`src/rtl/div_share_arbiter.sv`:
```
// div_share_arbiter
//   Shares one sequential 16-bit divider between two requesters using
//   round-robin arbitration. It sequences the divider's start/done
//   handshake, holds the operands while an operation runs, and returns the
//   quotient, remainder and error status to the requester that won.
//
// Ports
//   clk, rst            rising-edge clock, synchronous active-high reset
//   req0/a0/b0          requester 0 request level, dividend, divisor
//   req1/a1/b1          requester 1 request level, dividend, divisor
//   ack0, ack1          one-cycle result-valid pulse for each requester
//   q, r, err           quotient, remainder and error flag (valid with ack)
//   busy                low only while idle
//   div_start           one-cycle start pulse to the divider
//   div_a, div_b        operands driven to the divider
//   div_done            divider completion strobe
//   div_q, div_r        divider results, sampled with div_done
//
// Parameters
//   TIMEOUT             cycles to wait for div_done before failing (> 1)
//   CNT_W               timeout counter width, 2**CNT_W > TIMEOUT
module div_share_arbiter #(
  parameter int TIMEOUT = 64,
  parameter int CNT_W   = 8
) (
  input  logic        clk,
  input  logic        rst,
  input  logic        req0,
  input  logic [15:0] a0,
  input  logic [15:0] b0,
  input  logic        req1,
  input  logic [15:0] a1,
  input  logic [15:0] b1,
  output logic        ack0,
  output logic        ack1,
  output logic [15:0] q,
  output logic [15:0] r,
  output logic        err,
  output logic        busy,
  output logic        div_start,
  output logic [15:0] div_a,
  output logic [15:0] div_b,
  input  logic        div_done,
  input  logic [15:0] div_q,
  input  logic [15:0] div_r
);

  typedef enum logic [2:0] {
    IDLE  = 3'd0,
    START = 3'd1,
    WAIT  = 3'd2,
    ZERO  = 3'd3,
    RESP  = 3'd4
  } state_t;

  state_t             state;
  logic               owner;
  logic               last_grant;
  logic [CNT_W-1:0]   cnt;

  logic               grant1;
  logic [15:0]        sel_a;
  logic [15:0]        sel_b;

  // Requester 1 wins when it is the only one asking, or when both ask and
  // requester 0 was served last.
  always_comb begin
    grant1 = req1 && (!req0 || !last_grant);
    sel_a  = grant1 ? a1 : a0;
    sel_b  = grant1 ? b1 : b0;
  end

  // Handshake outputs decode straight from the state so they are clean
  // single-cycle pulses that drop to zero the moment reset forces IDLE.
  always_comb begin
    busy      = (state != IDLE);
    div_start = (state == START);
    ack0      = (state == RESP) && !owner;
    ack1      = (state == RESP) &&  owner;
  end

  always_ff @(posedge clk) begin
    if (rst) begin
      state      <= IDLE;
      owner      <= 1'b0;
      last_grant <= 1'b1;
      div_a      <= '0;
      div_b      <= '0;
      q          <= '0;
      r          <= '0;
      err        <= 1'b0;
      cnt        <= '0;
    end else begin
      unique case (state)
        IDLE: begin
          if (req0 || req1) begin
            owner <= grant1;
            div_a <= sel_a;
            div_b <= sel_b;
            state <= (sel_b == '0) ? ZERO : START;
          end
        end
        START: begin
          cnt   <= '0;
          state <= WAIT;
        end
        WAIT: begin
          if (div_done) begin
            q     <= div_q;
            r     <= div_r;
            err   <= 1'b0;
            state <= RESP;
          end else if (cnt == CNT_W'(TIMEOUT - 1)) begin
            q     <= '1;
            r     <= '0;
            err   <= 1'b1;
            state <= RESP;
          end else begin
            cnt <= cnt + CNT_W'(1);
          end
        end
        ZERO: begin
          // Divide-by-zero never reaches the divider; the dividend is
          // returned as the remainder.
          q     <= '1;
          r     <= div_a;
          err   <= 1'b1;
          state <= RESP;
        end
        RESP: begin
          last_grant <= owner;
          state      <= IDLE;
        end
        default: state <= IDLE;
      endcase
    end
  end

endmodule
```
`config.mk`:
```
export PLATFORM = sky130hd
export DESIGN_NAME = div_share_arbiter
export DESIGN_NICKNAME = d
export VERILOG_FILES = /design/src/rtl/div_share_arbiter.sv
export SDC_FILE = /design/constraint.sdc
export NUM_CORES = 1
export LEC_CHECK = 0
export ABC_AREA = 1
export CORE_MARGIN = 2
export CORE_UTILIZATION = 42
export CTS_CLUSTER_SIZE = 8
export DETAILED_ROUTE_END_ITERATION = 10
export GPL_TIMING_DRIVEN = 1
export PLACE_DENSITY = 0.82
export SLEW_MARGIN = 20
export SYNTH_ARGS = -nofsm -noshare
export SYNTH_HDL_FRONTEND = slang
export SYNTH_SLANG_ARGS = --single-unit
```
`constraint.sdc`:
```
create_clock -name clk -period 1.5 [get_ports clk]
set_input_delay 0.375 -clock clk [delete_from_list [all_inputs] [get_ports clk]]
set_output_delay 0.375 -clock clk [all_outputs]
set_load 0.005 [all_outputs]
```
==> run metrics, run 1 <==
outcome complete, but fails checks; failing checks setup timing; Initial Util 0.428; clk buf depth 2; Buffers on Ports 169; num rows 34; Max IR drop VDD roughly 0.5 mV; total power draw 6.31 mW; wire length on met1 between 5000 and 6000 µm; DR WL met2 7130 µm; clock latency on the worst-skew pair 0.35 ns; number of antenna violations at the first check in global routing 1; Cell Area, Synth 0.00370 mm²; Final Hold Fails 0; hpwl dp ~8800 µm; fin area 0.00644 mm²; Synth Warn # 0; IO Count between 150 and 200; pin count of the biggest net entering global routing 35; Synth cell types 35; worst path required time 1.12 ns; commonest non-fill, non-tap cell in the layout clkdlybuf4s50_1; CTS tree done; Slew @ Worst Pin 0.307 ns; DP Area between 0.005 and 0.006 mm²; H-tree Lvls 3; Post-Route WL 13500 µm; min Tclk post-route around 1.6 ns; Worst Setup End Kind output port; fin crit share 1.06; Leakage a little under 3 nW; Mapped Nets 595; DR top layer met4; GRT Residual Overflow 0; DRC viols 0; area leader, netlist dfxtp_1; TritonCTS Buffers 9; Filler Cells Inserted just under 600; routed len/inst between 15 and 20 µm; Vias/cell between 5 and 6; WL met3 between 800 and 900 µm; Reg clk slew, reported paths 0.08 ns; Avg Cell Area, Syn 7.50 µm²; Slew Limit Fails 0; root buf cell clkbuf_8; Worst Path Arrival ~1.2 ns; P&R area growth vs syn 74.2%; gpl congestion between 0.8 and 0.9; Starting DRT DRC Count around 200; vias in the first global route 4036; Max-Cap Viols 0; Post-Route Utilization 0.746; ranking of synthesized cells by area dfxtp_1, nand2_1, nor2_1, nand4_1, o21ai_1; die width 97.8 µm; Final ANT Viol Nets 0; Total GRT Usage 0.249; Final Setup Violations 15; pre-CTS setup slack -0.525 ns; top cell type's share of synthesized area 0.422; global-route wire length before repair roughly 19000 µm; Nets roughly 800; core area approximately 0.0086 mm²; Slew headroom 0.793; synthesized instance count about 490; full die area ~0.0096 mm²; Critical Path Start Type flop; drt pass-1 iters 5; worst-case clock skew roughly 0.013 ns; sequential fraction of the synthesis area 0.422; CP Max Fanout 2; RSZ-0062 raised after global routing true; clock sinks 78; fmax about 630 MHz; Power per Cell Area ~980 mW/mm²; Setup CP Type flop to output port; Yosys reg bits 78; Post-CTS Hold Buffers 0; routed vias 4438; Chip Height 97.8 µm; Final WS setup -0.0871 ns; worst hold path class flop to flop; share of post-route cells with drive strength above 1 0.276; commonest cells after routing, fill and taps aside clkdlybuf4s50_1, nand2_1, dlygate4sd2_1
where the power goes:
group          total [mW]  internal, mW  switching (mW)
Clock                1.80         0.994           0.810
Combinational        2.03          1.08           0.951
Sequential           2.47          2.32           0.158
cells in the mapped netlist:
cell type	n
inv_1	26
buf_4	3
nand4_1	33
o211ai_1	1
nand3_1	12
nor2_4	2
a21oi_2	1
clkinv_2	1
o21bai_1	16
nor2_8	1
nand3_4	2
inv_4	2
buf_1	1
o21ai_0	25
nor3_2	1
a31oi_1	23
xor2_1	4
clkbuf_1	12
nor3_1	2
nor2_1	58
ha_1	1
buf_2	8
nand2_1	82
nand3_2	2
o21ai_1	34
nand3b_1	1
nand2_4	4
or2_2	1
xnor2_1	1
nand2_2	3
clkbuf_2	1
inv_2	12
a21oi_1	32
dfxtp_1	78
buf_6	7
flip-flops by register name (all words and copies together), names as in the netlist:
| signal | flops |
|---|---|
| div_b | 16 |
| cnt | 8 |
| err | 1 |
| q | 16 |
| state | 3 |
| r | 16 |
| owner | 1 |
| div_a | 16 |
| last_grant | 1 |
routing by layer:
layer  vias up  GRT usage
met5         -          0
met4         0     0.0972
met3        41     0.0415
met2       217      0.439
met1      2084      0.303
li1       2096          -
critical path: stages, from the launching register on:
cell     delay (ns)
dfxtp_2        0.37
inv_4          0.05
nor3_4         0.14
inv_2          0.06
nor2_2         0.11
buf_2          0.13
final timing paths:
path | start | endpoint | slack, ns | depth (start not counted)
setup / recovery | state[2]$_SDFFE_PP0P_ | ack0 | -0.09 | 5
hold / removal | q[15]$_SDFFE_PP0P_ | q[15]$_SDFFE_PP0P_ | 0.46 | 2
setup reg to reg | state[2]$_SDFFE_PP0P_ | div_b[4]$_SDFFE_PP0P_ | -0.06 | 9
hold reg to reg | q[15]$_SDFFE_PP0P_ | q[15]$_SDFFE_PP0P_ | 0.46 | 2
through the flow:
step / setup TNS [ns] / hold WS, ns / instances
after global routing: -3.96 / 0.488 / 816
after global placement: -11.89 / 0.444 / 778
after detailed placement: -14.26 / 0.458 / 778
after floorplan: 0 / 0.457 / 493
after CTS: -0.810 / 0.465 / 801
final: -0.501 / 0.459 / 816
layout make-up:
cell class,instances,area [µm²],area share
repair buffers,229,2270,0.352
multi-input cells,343,2010,0.313
flip-flops and latches,78,1620,0.251
inverters,41,173,0.0268
clock buffers,10,138,0.0214
well taps,108,135,0.0210
clock inverters,6,93.8,0.0146
diodes,1,2.50,0.000389
cells by family after synthesis:
group           synth area share
buf+inv                   0.0961
simple gates               0.267
xor+xnor                  0.0118
flops                      0.422
compound gates             0.199
fa+ha+maj                0.00338
timing repair:
action                                  in CTS  in global routing
cloned                                       0                  7
pin swaps                                    3                 18
buffers inserted                             7                  7
hold endpoints to repair                     0                  0
endpoints found under the setup margin     112                 67
gates resized for setup                    130                 79
Power figures use the tool's default switching activity.
==> run 2: changes to the inputs <==
--- a/config.mk
+++ b/config.mk
@@ -12,6 +12,7 @@
 export DETAILED_ROUTE_END_ITERATION = 10
 export GPL_TIMING_DRIVEN = 1
 export PLACE_DENSITY = 0.82
+export RECOVER_POWER = 25
 export SLEW_MARGIN = 20
 export SYNTH_ARGS = -nofsm -noshare
 export SYNTH_HDL_FRONTEND = slang
==> run metrics, run 2 (synthesis gave the netlist of run 1 again) <==
P&R area growth vs syn 74.1% (about the same); Post-Route Utilization 0.745 (about the same); hpwl dp 8750 µm (unchanged); Buffers on Ports 169 (unchanged); Critical Path Start Type flop; Setup CP Type flop to output port; Psw 1.92 mW (about the same); Clock Power Share 0.286 (about the same); switch share 0.304 (about the same); number of antenna violations at the first check in global routing 1 (unchanged); worst path required time 1.12 ns (about the same); register-to-register setup slack -0.06 ns (about the same); Final Instance Count excl. Fillers 816 (unchanged); DRC viols 0 (unchanged); Int Pwr 4.39 mW (about the same); Total GRT Usage 0.249 (unchanged); global-route wire length before repair 19400 µm (unchanged); routed vias 4439 (+0.023%); Filler Cells Inserted 595 (+0.51%); full die area 0.00957 mm² (unchanged); clk buf depth 2 (unchanged); Slew @ Worst Pin 0.398 ns (+0.0918 ns); Initial Util 0.428 (unchanged); fin area 0.00643 mm² (about the same); Worst Path Arrival 1.21 ns (about the same); TritonCTS Buffers 9 (unchanged); RSZ-0062 raised after global routing true; Seq. cell area 0.00162 mm² (about the same); IO Count 170 (unchanged); die width 97.8 µm (unchanged); fmax 630 MHz (about the same); GRT Residual Overflow 0 (unchanged); worst-case clock skew 0.0127 ns (unchanged); worst path cell trace inv_4, nor3_4, inv_2, nor2_2, buf_2; Sequential Power Share 0.392 (about the same); Post-Route WL 13500 µm (about the same); min Tclk post-route 1.59 ns (-0.0000101 ns); H-tree Lvls 3 (unchanged); drt pass-1 iters 5 (unchanged); Max-Cap Viols 0 (unchanged); outcome complete, but fails checks; Final ANT Viol Nets 0 (unchanged); CTS tree done; core area 0.00864 mm² (unchanged); Vias/cell 5.44 (about the same); commonest non-fill, non-tap cell in the layout clkdlybuf4s50_1; num rows 34 (unchanged); CP Max Fanout 2 (unchanged); share of post-route cells with drive strength above 1 0.273 (-0.00283); Leakage 2.94 nW (-0.13%); Starting DRT DRC Count 199 (unchanged); Logic pwr share 0.322 (about the same); clock sinks 78 (unchanged); routed len/inst 16.5 µm (about the same); Nets 804 (unchanged); Final Setup Violations 15 (unchanged); total power draw 6.30 mW (about the same); clock latency on the worst-skew pair 0.35 ns (about the same); CP max stage delay 0.37 ns (about the same); pre-CTS setup slack -0.525 ns (unchanged); Multi-input gate area 0.00201 mm² (unchanged); Chip Height 97.8 µm (unchanged); commonest cells after routing, fill and taps aside clkdlybuf4s50_1, nand2_1, dlygate4sd2_1; Final Hold Fails 0 (unchanged); Reg clk slew, reported paths 0.08 ns (about the same); slowest CP cell dfxtp_2; vias in the first global route 4036 (unchanged); Max IR drop VDD 0.512 mV (about the same); Worst Setup End Kind output port; # placed instances 778 (unchanged); DP Area 0.00570 mm² (unchanged); Slew headroom 0.734 (-0.0590); Final WS setup -0.0871 ns (+0.0000101 ns); gpl congestion 0.808 (unchanged); root buf cell clkbuf_8; Power per Cell Area 980 mW/mm² (about the same); fin crit share 1.06 (about the same); failing checks setup timing; worst hold path class flop to flop; Slew Limit Fails 0 (unchanged); pin count of the biggest net entering global routing 35 (unchanged)
==> run 2: changes by cell type in the layout (fill, tap and decap cells not counted), sizes merged <==
cell,change
clkbuf,+1
buf,-1
==> run 2: through the flow <==
step / hold slack, ns / TNS [ns]
floorplan: 0.457 / 0
global placement: 0.444 / -11.89
detailed placement: 0.458 / -14.26
CTS: 0.465 / -0.810
global route: 0.488 / -4.01
finish: 0.459 / -0.504
==> run 2: worst paths after layout <==
path | from | endpoint | cells after the start
hold / removal | q[15]$_SDFFE_PP0P_ | q[15]$_SDFFE_PP0P_ | 2
setup reg to reg | state[2]$_SDFFE_PP0P_ | div_b[4]$_SDFFE_PP0P_ | 9
setup / recovery | state[2]$_SDFFE_PP0P_ | ack0 | 5
hold reg to reg | q[15]$_SDFFE_PP0P_ | q[15]$_SDFFE_PP0P_ | 2
==> run 2: area by class of cell <==
cell class                 count  area share
multi-input combinational    343       0.313
sequential                    78       0.251
tap                          108      0.0210
inverter                      41      0.0268
clock inverter                 6      0.0146
clock buffer                  10      0.0214
timing repair buffer         229       0.352
antenna                        1    0.000389
==> run 2: what timing repair did <==
item / 4_1_cts / 5_1_grt
pin swaps: 3 / 18
hold buffers: 0 / 0
cloned: 0 / 7
setup endpoints to repair: 112 / 67
gates resized for setup: 130 / 79
setup buffers: 7 / 7
endpoints found under the hold margin: 0 / 0
==> run 2: per-layer routing <==
| metal | global-route usage | vias up | routed length (µm) |
|---|---|---|---|
| li1 | - | 2096 | - |
| met1 | 0.303 | 2081 | 5120 |
| met2 | 0.439 | 221 | 7120 |
| met3 | 0.0415 | 41 | 842 |
| met4 | 0.0972 | 0 | 423 |
| met5 | 0 | - | 0 |
==> run 2: power by group through the flow <==
stage / clock network, mW / logic [mW] / registers [mW]
after floorplan: 0 / 0.706 / 2.47
after global placement: 0 / 1.63 / 2.47
after detailed placement: 0 / 1.68 / 2.48
after CTS: 1.82 / 1.60 / 2.45
after global routing: 1.92 / 2.17 / 2.50
final: 1.80 / 2.03 / 2.47
==> run 2: worst max-delay path: cells and delay by family (launching register included) <==
family | cells | cell delay, ns
buffers and inverters | 3 | 0.24
AND/OR/NAND/NOR | 2 | 0.25
flip-flops | 1 | 0.37
==> RTL edit: new RTL, flow settings as in run 1 <==
Register the output `err` once more; this adds one clock of latency there. The other outputs are not delayed to match.
--- a/src/rtl/div_share_arbiter.sv
+++ b/src/rtl/div_share_arbiter.sv
@@ -54,4 +54,6 @@
   } state_t;
 
+  logic err_s0;
+
   state_t             state;
   logic               owner;
@@ -89,5 +91,5 @@
       q          <= '0;
       r          <= '0;
-      err        <= 1'b0;
+      err_s0     <= 1'b0;
       cnt        <= '0;
     end else begin
@@ -109,10 +111,10 @@
             q     <= div_q;
             r     <= div_r;
-            err   <= 1'b0;
+            err_s0 <= 1'b0;
             state <= RESP;
           end else if (cnt == CNT_W'(TIMEOUT - 1)) begin
             q     <= '1;
             r     <= '0;
-            err   <= 1'b1;
+            err_s0 <= 1'b1;
             state <= RESP;
           end else begin
@@ -125,5 +127,5 @@
           q     <= '1;
           r     <= div_a;
-          err   <= 1'b1;
+          err_s0 <= 1'b1;
           state <= RESP;
         end
@@ -137,3 +139,7 @@
   end
 
+  always_ff @(posedge clk) begin
+    err <= err_s0;
+  end
+
 endmodule
Behaviour: not the same (a bounded check fails within 4 cycles, from zero or initial values and one cycle with rst high).
==> RTL edit against run 1 <==
  * Worst hold slack worse by 0.090 ns
  * Design area is 4.4% higher
  * Global-route usage is 0.96 points higher
  * Final cell count is 1.7% higher
  * Sequential cell count is 1 higher
  * Register-to-register slack worse by 0.08 ns
  * Synthesized cell count is 0.20% higher
  * Clock power is 8% higher
  * Power is 4.4% higher
  * Worst setup slack worse by 0.056 ns
  * Synthesized area is 0.54% higher
  * The flow still finishes with violations (negative setup slack)
  * Routed wire length is 6.7% higher
  * Critical path depth stayed put
==> RTL edit: results (changes against run 1) <==
Run status
  • Outcome: finished, violations left
  • Failing checks: negative setup slack

Clock tree
  • Post-cts resize count: 136 (+4.6%)

Route
  • Detailed-route wire length per cell: 17.4 um (+4.9%)
  • Initial DRC Count: 205 (+3.0%)
  • Met3 routed WL: 1050 um (+25%)
  • Via count: 4572 (+3.0%)

Power and ir drop
  • Switching pwr: 1.96 mW (+2.0%)
  • LEAKAGE: 3.07 nW (+4.6%)
  • Max VDD drop: 0.576 mV (+12%)

Synth
  • Most common library cells after synthesis: 82 x nand2_1, 79 x dfxtp_1, 58 x nor2_1, 34 x o21ai_1, 33 x nand4_1
  • Area contributors post-synth: dfxtp_1 43%, nand2_1 8.3%, nor2_1 5.9%
  • Avg Inst Size Synth: 7.52 um2 (+0.34%)

GRT
  • Largest net degree at the start of global routing: 28 (-20%)
  • First-pass GRT wire length: 20200 um (+4.3%)

Worst setup path
  • R2r startpoint: state[1]$_SDFFE_PP0P_

STA
  • Hold slack: 0.369 ns (-0.0903 ns)
  • Setup Viol. Count Final: 39 (+24)
  • Min setup slack post-route: -0.143 ns (-0.0558 ns)

Place
  • Placed inst area: 5670 um2 (-0.57%)

Final layout
  • Fin nets: 819 (+1.9%)
  • ANT cells: 0 (-1)
  • Filler Cells Inserted: 576 (-2.7%)

Min path
  • Min-delay src: err_s0$_SDFFE_PP0P_
  • Hold Path Sink: err$_DFF_P_
[RTL edit: area by class of cell]
type | instances | share of cell area (%)
sequential | 79 | 24.2
clock inverter | 5 | 1.56
timing repair buffer | 241 | 35.5
clock buffer | 11 | 2.10
tap | 108 | 2.01
inverter | 41 | 2.66
multi-input combinational | 345 | 32.0
[RTL edit: logic make-up after synthesis]
kind of cell | synth area share (%)
fa+ha+maj | 0.337
flops | 42.6
buf+inv | 9.56
compound gates | 19.8
simple gates | 26.6
xor+xnor | 1.18
[RTL edit: power groups by stage]
stage / logic, mW / clock network, mW / registers (mW)
after floorplan: 0.706 / 0 / 2.50
after global placement: 1.61 / 0 / 2.50
after detailed placement: 1.65 / 0 / 2.51
after CTS: 1.75 / 1.94 / 2.46
after global routing: 2.28 / 2.04 / 2.51
final: 2.15 / 1.95 / 2.49
[RTL edit: layer usage]
metal	global-route usage, %	vias up
li1	-	2132
met1	30.2	2156
met2	45.4	239
met3	5.30	45
met4	11.6	0
met5	0	-
